[src/rtl/counter_cmd_sequencer.sv]
// counter_cmd_sequencer
//   Two-requester round-robin command sequencer for one shared up/down
//   counter. Each requester issues CLEAR / LOAD / UP-N / DOWN-N over a
//   valid/ready handshake; the block drives the counter control pins and
//   returns the resulting count with a one-cycle response pulse.
// Ports
//   clk, rst                      clock, async active-high reset
//   reqN_valid/op/arg/ready       requester N command channel (N = 0,1)
//   rsp_valid/rsp_id/rsp_q        completion pulse, owner id, count value
//   busy                          high whenever not IDLE
//   cnt_clear/load/d/up_down/en   counter controls (Moore, from registers)
//   cnt_q                         registered count from the counter
module counter_cmd_sequencer #(
  parameter int WIDTH  = 8,
  parameter int STEP_W = 8,
  localparam int ARG_W = (WIDTH > STEP_W) ? WIDTH : STEP_W
) (
  input  logic             clk,
  input  logic             rst,
  input  logic             req0_valid,
  input  logic [1:0]       req0_op,
  input  logic [ARG_W-1:0] req0_arg,
  output logic             req0_ready,
  input  logic             req1_valid,
  input  logic [1:0]       req1_op,
  input  logic [ARG_W-1:0] req1_arg,
  output logic             req1_ready,
  output logic             rsp_valid,
  output logic             rsp_id,
  output logic [WIDTH-1:0] rsp_q,
  output logic             busy,
  output logic             cnt_clear,
  output logic             cnt_load,
  output logic [WIDTH-1:0] cnt_d,
  output logic             cnt_up_down,
  output logic             cnt_en,
  input  logic [WIDTH-1:0] cnt_q
);

  localparam logic [1:0] OP_CLEAR = 2'b00;
  localparam logic [1:0] OP_LOAD  = 2'b01;

  typedef enum logic [1:0] {IDLE, EXEC, DONE} state_t;

  typedef struct packed {
    logic [1:0]       op;
    logic [ARG_W-1:0] arg;
  } cmd_t;

  state_t            state, state_n;
  logic [1:0]        op_r;
  logic              id_r;
  logic              last_grant;
  logic [STEP_W-1:0] rem;
  logic [1:0]        rst_sync;
  logic              rst_hold;

  cmd_t              sel;
  logic              grant;
  logic              acc;
  logic [STEP_W-1:0] sel_steps;
  logic              sel_zero_step;

  // Reset asserts immediately; release is held for two clk edges so the
  // FSM leaves reset cleanly aligned to the clock.
  always_ff @(posedge clk or posedge rst) begin
    if (rst) rst_sync <= 2'b11;
    else     rst_sync <= {rst_sync[0], 1'b0};
  end
  assign rst_hold = rst_sync[1];

  assign sel_steps     = sel.arg[STEP_W-1:0];
  // UP/DOWN by zero skips EXEC entirely.
  assign sel_zero_step = sel.op[1] && (sel_steps == '0);

  always_comb begin
    state_n    = state;
    grant      = 1'b0;
    acc        = 1'b0;
    req0_ready = 1'b0;
    req1_ready = 1'b0;
    sel        = '{op: req0_op, arg: req0_arg};
    if (req0_valid && req1_valid) grant = ~last_grant;
    else                          grant = req1_valid;
    if (grant) sel = '{op: req1_op, arg: req1_arg};
    case (state)
      IDLE: begin
        if (!rst_hold && (req0_valid || req1_valid)) begin
          acc        = 1'b1;
          req0_ready = ~grant;
          req1_ready = grant;
          state_n    = sel_zero_step ? DONE : EXEC;
        end
      end
      EXEC: begin
        // CLEAR/LOAD are single-cycle; stepping ends on the last step.
        if (!op_r[1] || rem == STEP_W'(1)) state_n = DONE;
      end
      DONE:    state_n = IDLE;
      default: state_n = IDLE;
    endcase
  end

  always_ff @(posedge clk or posedge rst) begin
    if (rst) begin
      state       <= IDLE;
      op_r        <= '0;
      id_r        <= 1'b0;
      last_grant  <= 1'b1;
      rem         <= '0;
      cnt_d       <= '0;
      cnt_up_down <= 1'b0;
    end else if (rst_hold) begin
      state       <= IDLE;
      op_r        <= '0;
      id_r        <= 1'b0;
      last_grant  <= 1'b1;
      rem         <= '0;
      cnt_d       <= '0;
      cnt_up_down <= 1'b0;
    end else begin
      state <= state_n;
      if (acc) begin
        op_r       <= sel.op;
        id_r       <= grant;
        last_grant <= grant;
        rem        <= sel_steps;
        if (sel.op == OP_LOAD) cnt_d <= sel.arg[WIDTH-1:0];
        // Direction only changes for commands that will actually step.
        if (sel.op[1] && !sel_zero_step) cnt_up_down <= ~sel.op[0];
      end else if (state == EXEC) begin
        rem <= rem - STEP_W'(1);
      end
    end
  end

  assign busy      = (state != IDLE);
  assign cnt_clear = (state == EXEC) && (op_r == OP_CLEAR);
  assign cnt_load  = (state == EXEC) && (op_r == OP_LOAD);
  assign cnt_en    = (state == EXEC) && op_r[1];
  assign rsp_valid = (state == DONE);
  assign rsp_id    = id_r;
  assign rsp_q     = (state == DONE) ? cnt_q : '0;

endmodule

[config.mk]
export PLATFORM = sky130hd
export DESIGN_NAME = counter_cmd_sequencer
export DESIGN_NICKNAME = d
export VERILOG_FILES = /design/src/rtl/counter_cmd_sequencer.sv
export SDC_FILE = /design/constraint.sdc
export NUM_CORES = 1
export LEC_CHECK = 0
export BUFFER_PORTS_ARGS = -buffer_cell sky130_fd_sc_hd__buf_4
export CAP_MARGIN = 20
export CORE_MARGIN = 4
export CORE_UTILIZATION = 49
export CTS_CLUSTER_DIAMETER = 200
export DETAILED_ROUTE_END_ITERATION = 12
export PLACE_DENSITY = 0.8
export SYNTH_ARGS = -nofsm -noshare
export SYNTH_HDL_FRONTEND = slang
export SYNTH_SLANG_ARGS = --single-unit
[constraint.sdc]
create_clock -name clk -period 2.2 [get_ports clk]
set_input_delay 0.11 -clock clk [delete_from_list [all_inputs] [get_ports clk]]
set_output_delay 0.11 -clock clk [all_outputs]
set_load 0.01 [all_outputs]
==> results_dict.tcl, run 1 <==
set metrics [dict create \
    place_hpwl_mm 3.19 \
    crit_family "simple AND/OR/NAND/NOR gates" \
    start_kind "flop" \
    cts_buffer_depth 2 \
    dr_total_vias 1375 \
    totalWireLength_mm 4.04 \
    fin_crit_ns 2.09 \
    dieHeight_um 64.2 \
    maxSlewViolCount 0 \
    fin_crit_sh_pct 94.8 \
    h-tree-depth 1 \
    max_freq_mhz 479 \
    portBuffers 56 \
    place_area_sq_um 2000 \
    clock_skew_ns 0.00101 \
    synth_edf_count 0 \
    syn-cell-area_sq_um 1550 \
    cp.required_ns 2.09 \
    grt_pass1_vias 1392 \
    end_kind "output pin" \
    final-setup-viol-count 0 \
    clk_pin_slew_ns 0.14 \
    synth_nets 187 \
    slowest_delay_ns 0.55 \
    ys_seq_area_share_pct 40.7 \
    area_growth_pct 33.3 \
    hold_violations 0 \
    cp_cell_sequence "or2_1 -> or3_1 -> nor2_1 -> buf_4" \
    syn_inst 153 \
    final_cells 255 \
    synth-main-ff-cell "dfrtp_1" \
    cp.arrival_ns 1.98 \
    dr.pass1.iters 4 \
    mostFrequentLayoutCell "buf_4" \
    crit_path_max_fanout 10 \
    power_density_nw_per_um2 595 \
    tns_ns 0 \
    antenna_found_initial 0 \
    numClockSinks 25 \
    async_reset_ff_share_pct 100 \
    grt_max_degree 26 \
    cp_slowest_cell "or3_1" \
    grt_overflow 0 \
    slew_headroom_pct 58.7 \
    grt_pass1_wl_mm 6.67 \
    clock_latency_ns 0.32 \
    synth_warnings 0 \
    cts_resized 0 \
    detail-route-antenna-nets 0 \
    routedWlPerCell_um 15.9 \
    drt_iter0_drc 81 \
    cts_root_buf "clkbuf_4" \
    ys_types 42 \
    crit_buf_inv 1 \
    die_w_um 64.2 \
    antenna_cells 0 \
    coreArea_sq_um 3030 \
    ir_drop_uv 348 \
    drcViolationCount 0 \
    mostFrequentLayoutCells "buf_4 (59), mux2i_1 (22), dfrtp_1 (22)" \
    numCtsBuffers 3 \
    tightest_slew_ns 0.617 \
    fin_hold_ws_ns 0.0918 \
    final_area_sq_um 2060 \
    crit_type "reg2out" \
    nNetsFinal 246 \
    rows 20 \
    ys_ff_latch 25 \
    rsz0062_at_grt "no" \
    via_per_inst 5.39 \
    gp_congestion 0.858 \
    cts_tree "done" \
    fill_cells 236 \
    start_util_pct 51.1 \
    p_leak_nw 1.06 \
    cap_viol_max_count 0 \
    syn_area_per_cell_sq_um 10.1 \
    drive_gt1_share_pct 34.6 \
    gr-usage-all-layers_pct 20.6 \
    ios 57 \
    hp-class "in2reg" \
    die_area_sq_um 4120 \
    dp_cells 249 \
    status "finished, final reports clean" \
]
[layer usage]
layer / part of all wire, % / global-route usage, % / wire (um)
met2: 52 / 35.9 / 2110
met4: 1.9 / 6.33 / 76
met3: 3.3 / 3.34 / 133
met1: 43 / 25.9 / 1720
met5: 0 / 0 / 0
[worst reg2reg max path, cell delays in order, from the launching register on]
cell,delay [ns]
dfrtp_1,0.45
or2_1,0.34
or3_1,0.55
mux2i_1,0.19
a32o_2,0.23
[through the flow]
stage | worst slack (ns) | power, mW | util (%)
after floorplan | 0.552 | 0.850 | -
after global placement | 0.446 | 0.994 | 66.0
after detailed placement | 0.381 | 1.01 | 66.0
after CTS | 0.125 | 1.22 | 66.9
after global routing | 0.0102 | 1.31 | 68.1
final | 0.114 | 1.23 | 68.1
[what timing repair did]
| item | CTS | global route |
|---|---|---|
| hold buffers | 0 | 1 |
| hold endpoints to repair | 0 | 22 |
| setup buffers | 0 | 0 |
| setup endpoints to repair | 0 | 0 |
[synth_stat cells (4+ instances only)]
cell | n | area (sq um)
dfrtp_1 | 22 | 551
nor3b_1 | 4 | 30.0
nor2_1 | 9 | 33.8
nor4_1 | 5 | 31.3
inv_1 | 4 | 15.0
or3_1 | 4 | 25.0
nand2b_1 | 14 | 87.6
nand2_1 | 9 | 33.8
and2_1 | 9 | 56.3
mux2i_1 | 22 | 220
[state kept, by name (all words and copies together) (netlist names)]
register and count:
cnt_d 8, rem 8, op_r 2, rst_sync 2
state 2, cnt_up_down 1, last_grant 1, rsp_id 1
[cell families (layout without fill, tap and decap cells)]
group                      count (synthesis)  after routing  synth area share (%)
AOI/OAI and AO/OA                         22             22                  12.3
other                                      1              1                 0.242
muxes                                     23             23                  15.0
and+or+nand+nor                           68             68                  25.6
buffers and inverters                     11             69                  3.96
xor gates and xnor gates                   1              1                 0.566
adders and majority gates                  2              2                  1.62
DFF                                       25             25                  40.7
[power breakdown]
group / leakage [nW] / internal [mW] / switching [mW] / total [mW]
logic: 0.717 / 0.224 / 0.219 / 0.443
clock network: 0.0150 / 0.0711 / 0.143 / 0.214
registers: 0.327 / 0.516 / 0.0533 / 0.569
[area by class of cell]
| class | instances | area (sq um) | area share, % |
|---|---|---|---|
| Sequential cell | 25 | 629 | 30.5 |
| Tap cell | 44 | 55.1 | 2.67 |
| Timing Repair Buffer | 61 | 480 | 23.3 |
| Clock buffer | 4 | 26.3 | 1.27 |
| Multi-Input combinational cell | 117 | 856 | 41.5 |
| Inverter | 4 | 15.0 | 0.728 |
[worst paths after layout]
path | startpoint | to | slack [ns] | depth (start not counted)
setup / recovery | state[0] | req0_ready | 0.11 | 4
min in group asynchronous | rst | cnt_d[6] | 0.21 | 3
max in group asynchronous | rst | last_grant | 1.56 | 4
hold / removal | req0_arg[1] | cnt_d[1] | 0.09 | 3
setup reg to reg | state[0] | rem[5] | 0.35 | 4
hold reg to reg | rst_sync[0] | rst_sync[1] | 0.37 | 0
(Power assumes the default switching activity.)
==> inputs of run 2 (changes only) <==
--- a/config.mk
+++ b/config.mk
@@ -7,7 +7,7 @@
 export LEC_CHECK = 0
 export BUFFER_PORTS_ARGS = -buffer_cell sky130_fd_sc_hd__buf_4
 export CAP_MARGIN = 20
-export CORE_MARGIN = 4
+export CORE_MARGIN = 2
 export CORE_UTILIZATION = 49
 export CTS_CLUSTER_DIAMETER = 200
 export DETAILED_ROUTE_END_ITERATION = 12
==> run 2 against run 1 <==
The flow now finishes with violations (hold timing). Clock power decreased by 3%. Via count unchanged. Fmax is 6.9% higher. Sequential share of layout area grew 0.49 points. Cell count shrank 0.78%. First-iteration DRC count is 64% lower. Combinational power is 1% lower. Utilization shrank 1.1 points. Non-clock buffer count is 2 lower. Register-to-register slack improved by 0.11 ns. Global-route usage is 1.4 points higher. Critical endpoint unchanged.
==> results_dict.tcl, run 2 (synthesized netlist as in run 1, its figures left out) <==
set metrics [dict create \
    grt_overflow 0 \
    totalWireLength_mm 3.72 \
    cts_buffer_depth 2 \
    mostFrequentLayoutCell "buf_4" \
    status "complete, but fails checks" \
    fin_crit_ns 1.95 \
    numCtsBuffers 3 \
    ios 57 \
    portBuffers 56 \
    hp-class "in2async" \
    dr.pass1.iters 4 \
    drive_gt1_share_pct 34.9 \
    dr_total_vias 1375 \
    cp_slowest_cell "or3_4" \
    area_growth_pct 31.2 \
    routedWlPerCell_um 14.7 \
    nNetsFinal 244 \
    clkPwrFrac_pct 17.1 \
    end_kind "output pin" \
    gr-usage-all-layers_pct 21.9 \
    cts_resized 0 \
    gp_congestion 0.818 \
    fin_hold_ws_ns -0.0221 \
    mostFrequentLayoutCells "buf_4 (59), mux2i_1 (22), dfrtp_1 (22)" \
    top_regs "cnt_d: 8 flops, rem: 8 flops" \
    cts_root_buf "clkbuf_4" \
    ir_drop_uv 406 \
    slew_headroom_pct 37.9 \
    start_kind "flop" \
    seq_power_share_pct 46.8 \
    h-tree-depth 1 \
    die_area_sq_um 3620 \
    cts_tree "done" \
    antenna_cells 0 \
    postCtsHoldBufs 0 \
    fin_crit_sh_pct 88.7 \
    cp_cell_sequence "or2_1 -> or3_4 -> nor2_1 -> buf_4" \
    combPwrFrac_pct 36.1 \
    drcViolationCount 0 \
    grt_max_degree 26 \
    fill_cells 251 \
    cp.required_ns 2.09 \
    fin_util_pct 67.0 \
    rsz0062_at_grt "no" \
    slowest_delay_ns 0.45 \
    tightest_slew_ns 0.930 \
    power_density_nw_per_um2 597 \
    hold_violations 22 \
    swShare_pct 33.5 \
    cap_viol_max_count 0 \
    switching_power_mw 0.406 \
    antenna_found_initial 0 \
    clock_latency_ns 0.32 \
    rows 20 \
    clk_pin_slew_ns 0.13 \
    final-setup-viol-count 0 \
    drt_iter0_drc 29 \
    place_hpwl_mm 2.96 \
    tns_ns 0 \
    crit_type "reg2out" \
    internal_power_mw 0.807 \
    coreArea_sq_um 3030 \
    layout_setup_ws_ns 0.250 \
    grt_pass1_vias 1341 \
    die_w_um 60.2 \
    numClockSinks 25 \
    detail-route-antenna-nets 0 \
    violations "hold timing" \
    start_util_pct 51.1 \
    via_per_inst 5.43 \
    grt_pass1_wl_mm 5.97 \
    dieHeight_um 60.2 \
    pre_cts_slack_ns 0.377 \
    crit_path_max_fanout 10 \
    max_freq_mhz 513 \
    cts_setup_buffers 0 \
    clock_skew_ns 0.00431 \
    p_leak_nw 1.04 \
    cp.arrival_ns 1.84 \
    maxSlewViolCount 0 \
]
==> run 2: cell types whose count changed in the layout (fill, tap and decap cells not counted), sizes merged <==
cell,before,now
buf,60,59
dlygate4sd3,1,0
==> run 2: through the flow <==
stage          total power, mW  instances  instance area (sq um)
3_5_place_dp              1.01        249                   2000
2_1_floorplan            0.850        153                   1550
5_1_grt                   1.28        253                   2030
6_report                  1.21        253                   2030
3_3_place_gp             0.992        249                   2000
4_1_cts                   1.21        253                   2020
==> run 2: routing by layer <==
layer	GRT usage, %	up-vias	routed length, um
met5	0	-	0
met4	4.76	0	40
met3	3.03	4	149
met2	38.7	37	1940
met1	28.5	667	1590
li1	-	667	-
==> run 2: layout make-up <==
class,count,area (sq um),share of cell area [%]
tap,44,55.1,2.71
multi-input combinational,117,861,42.4
clock buffer,4,26.3,1.29
inverter,4,15.0,0.740
sequential,25,629,31.0
timing repair buffer,59,443,21.8
==> run 2: worst paths after layout <==
kind / from / end / slack, ns / cells past startpoint
min in group clk: req0_op[0] / cnt_up_down / 0.10 / 3
setup reg to reg: last_grant / rem[7] / 0.46 / 5
hold reg to reg: rst_sync[0] / rst_sync[1] / 0.38 / 0
hold / removal: rst / rem[5] / -0.02 / 2
max in group asynchronous: rst / rem[1] / 1.65 / 2
setup / recovery: state[1] / req0_ready / 0.25 / 4
==> run 2: critical path, delay by kind of cell (launching register included) <==
family	cells	cell delay (ns)
buffers and inverters	1	0.14
and+or+nand+nor	3	0.95
DFF	1	0.43
==> run 2: power groups by stage <==
| stage | clock [mW] | sequential, mW | combinational (mW) |
|---|---|---|---|
| after floorplan | 0 | 0.565 | 0.285 |
| after global placement | 0 | 0.572 | 0.421 |
| after detailed placement | 0 | 0.575 | 0.434 |
| after CTS | 0.212 | 0.566 | 0.436 |
| after global routing | 0.228 | 0.576 | 0.481 |
| final | 0.207 | 0.568 | 0.438 |
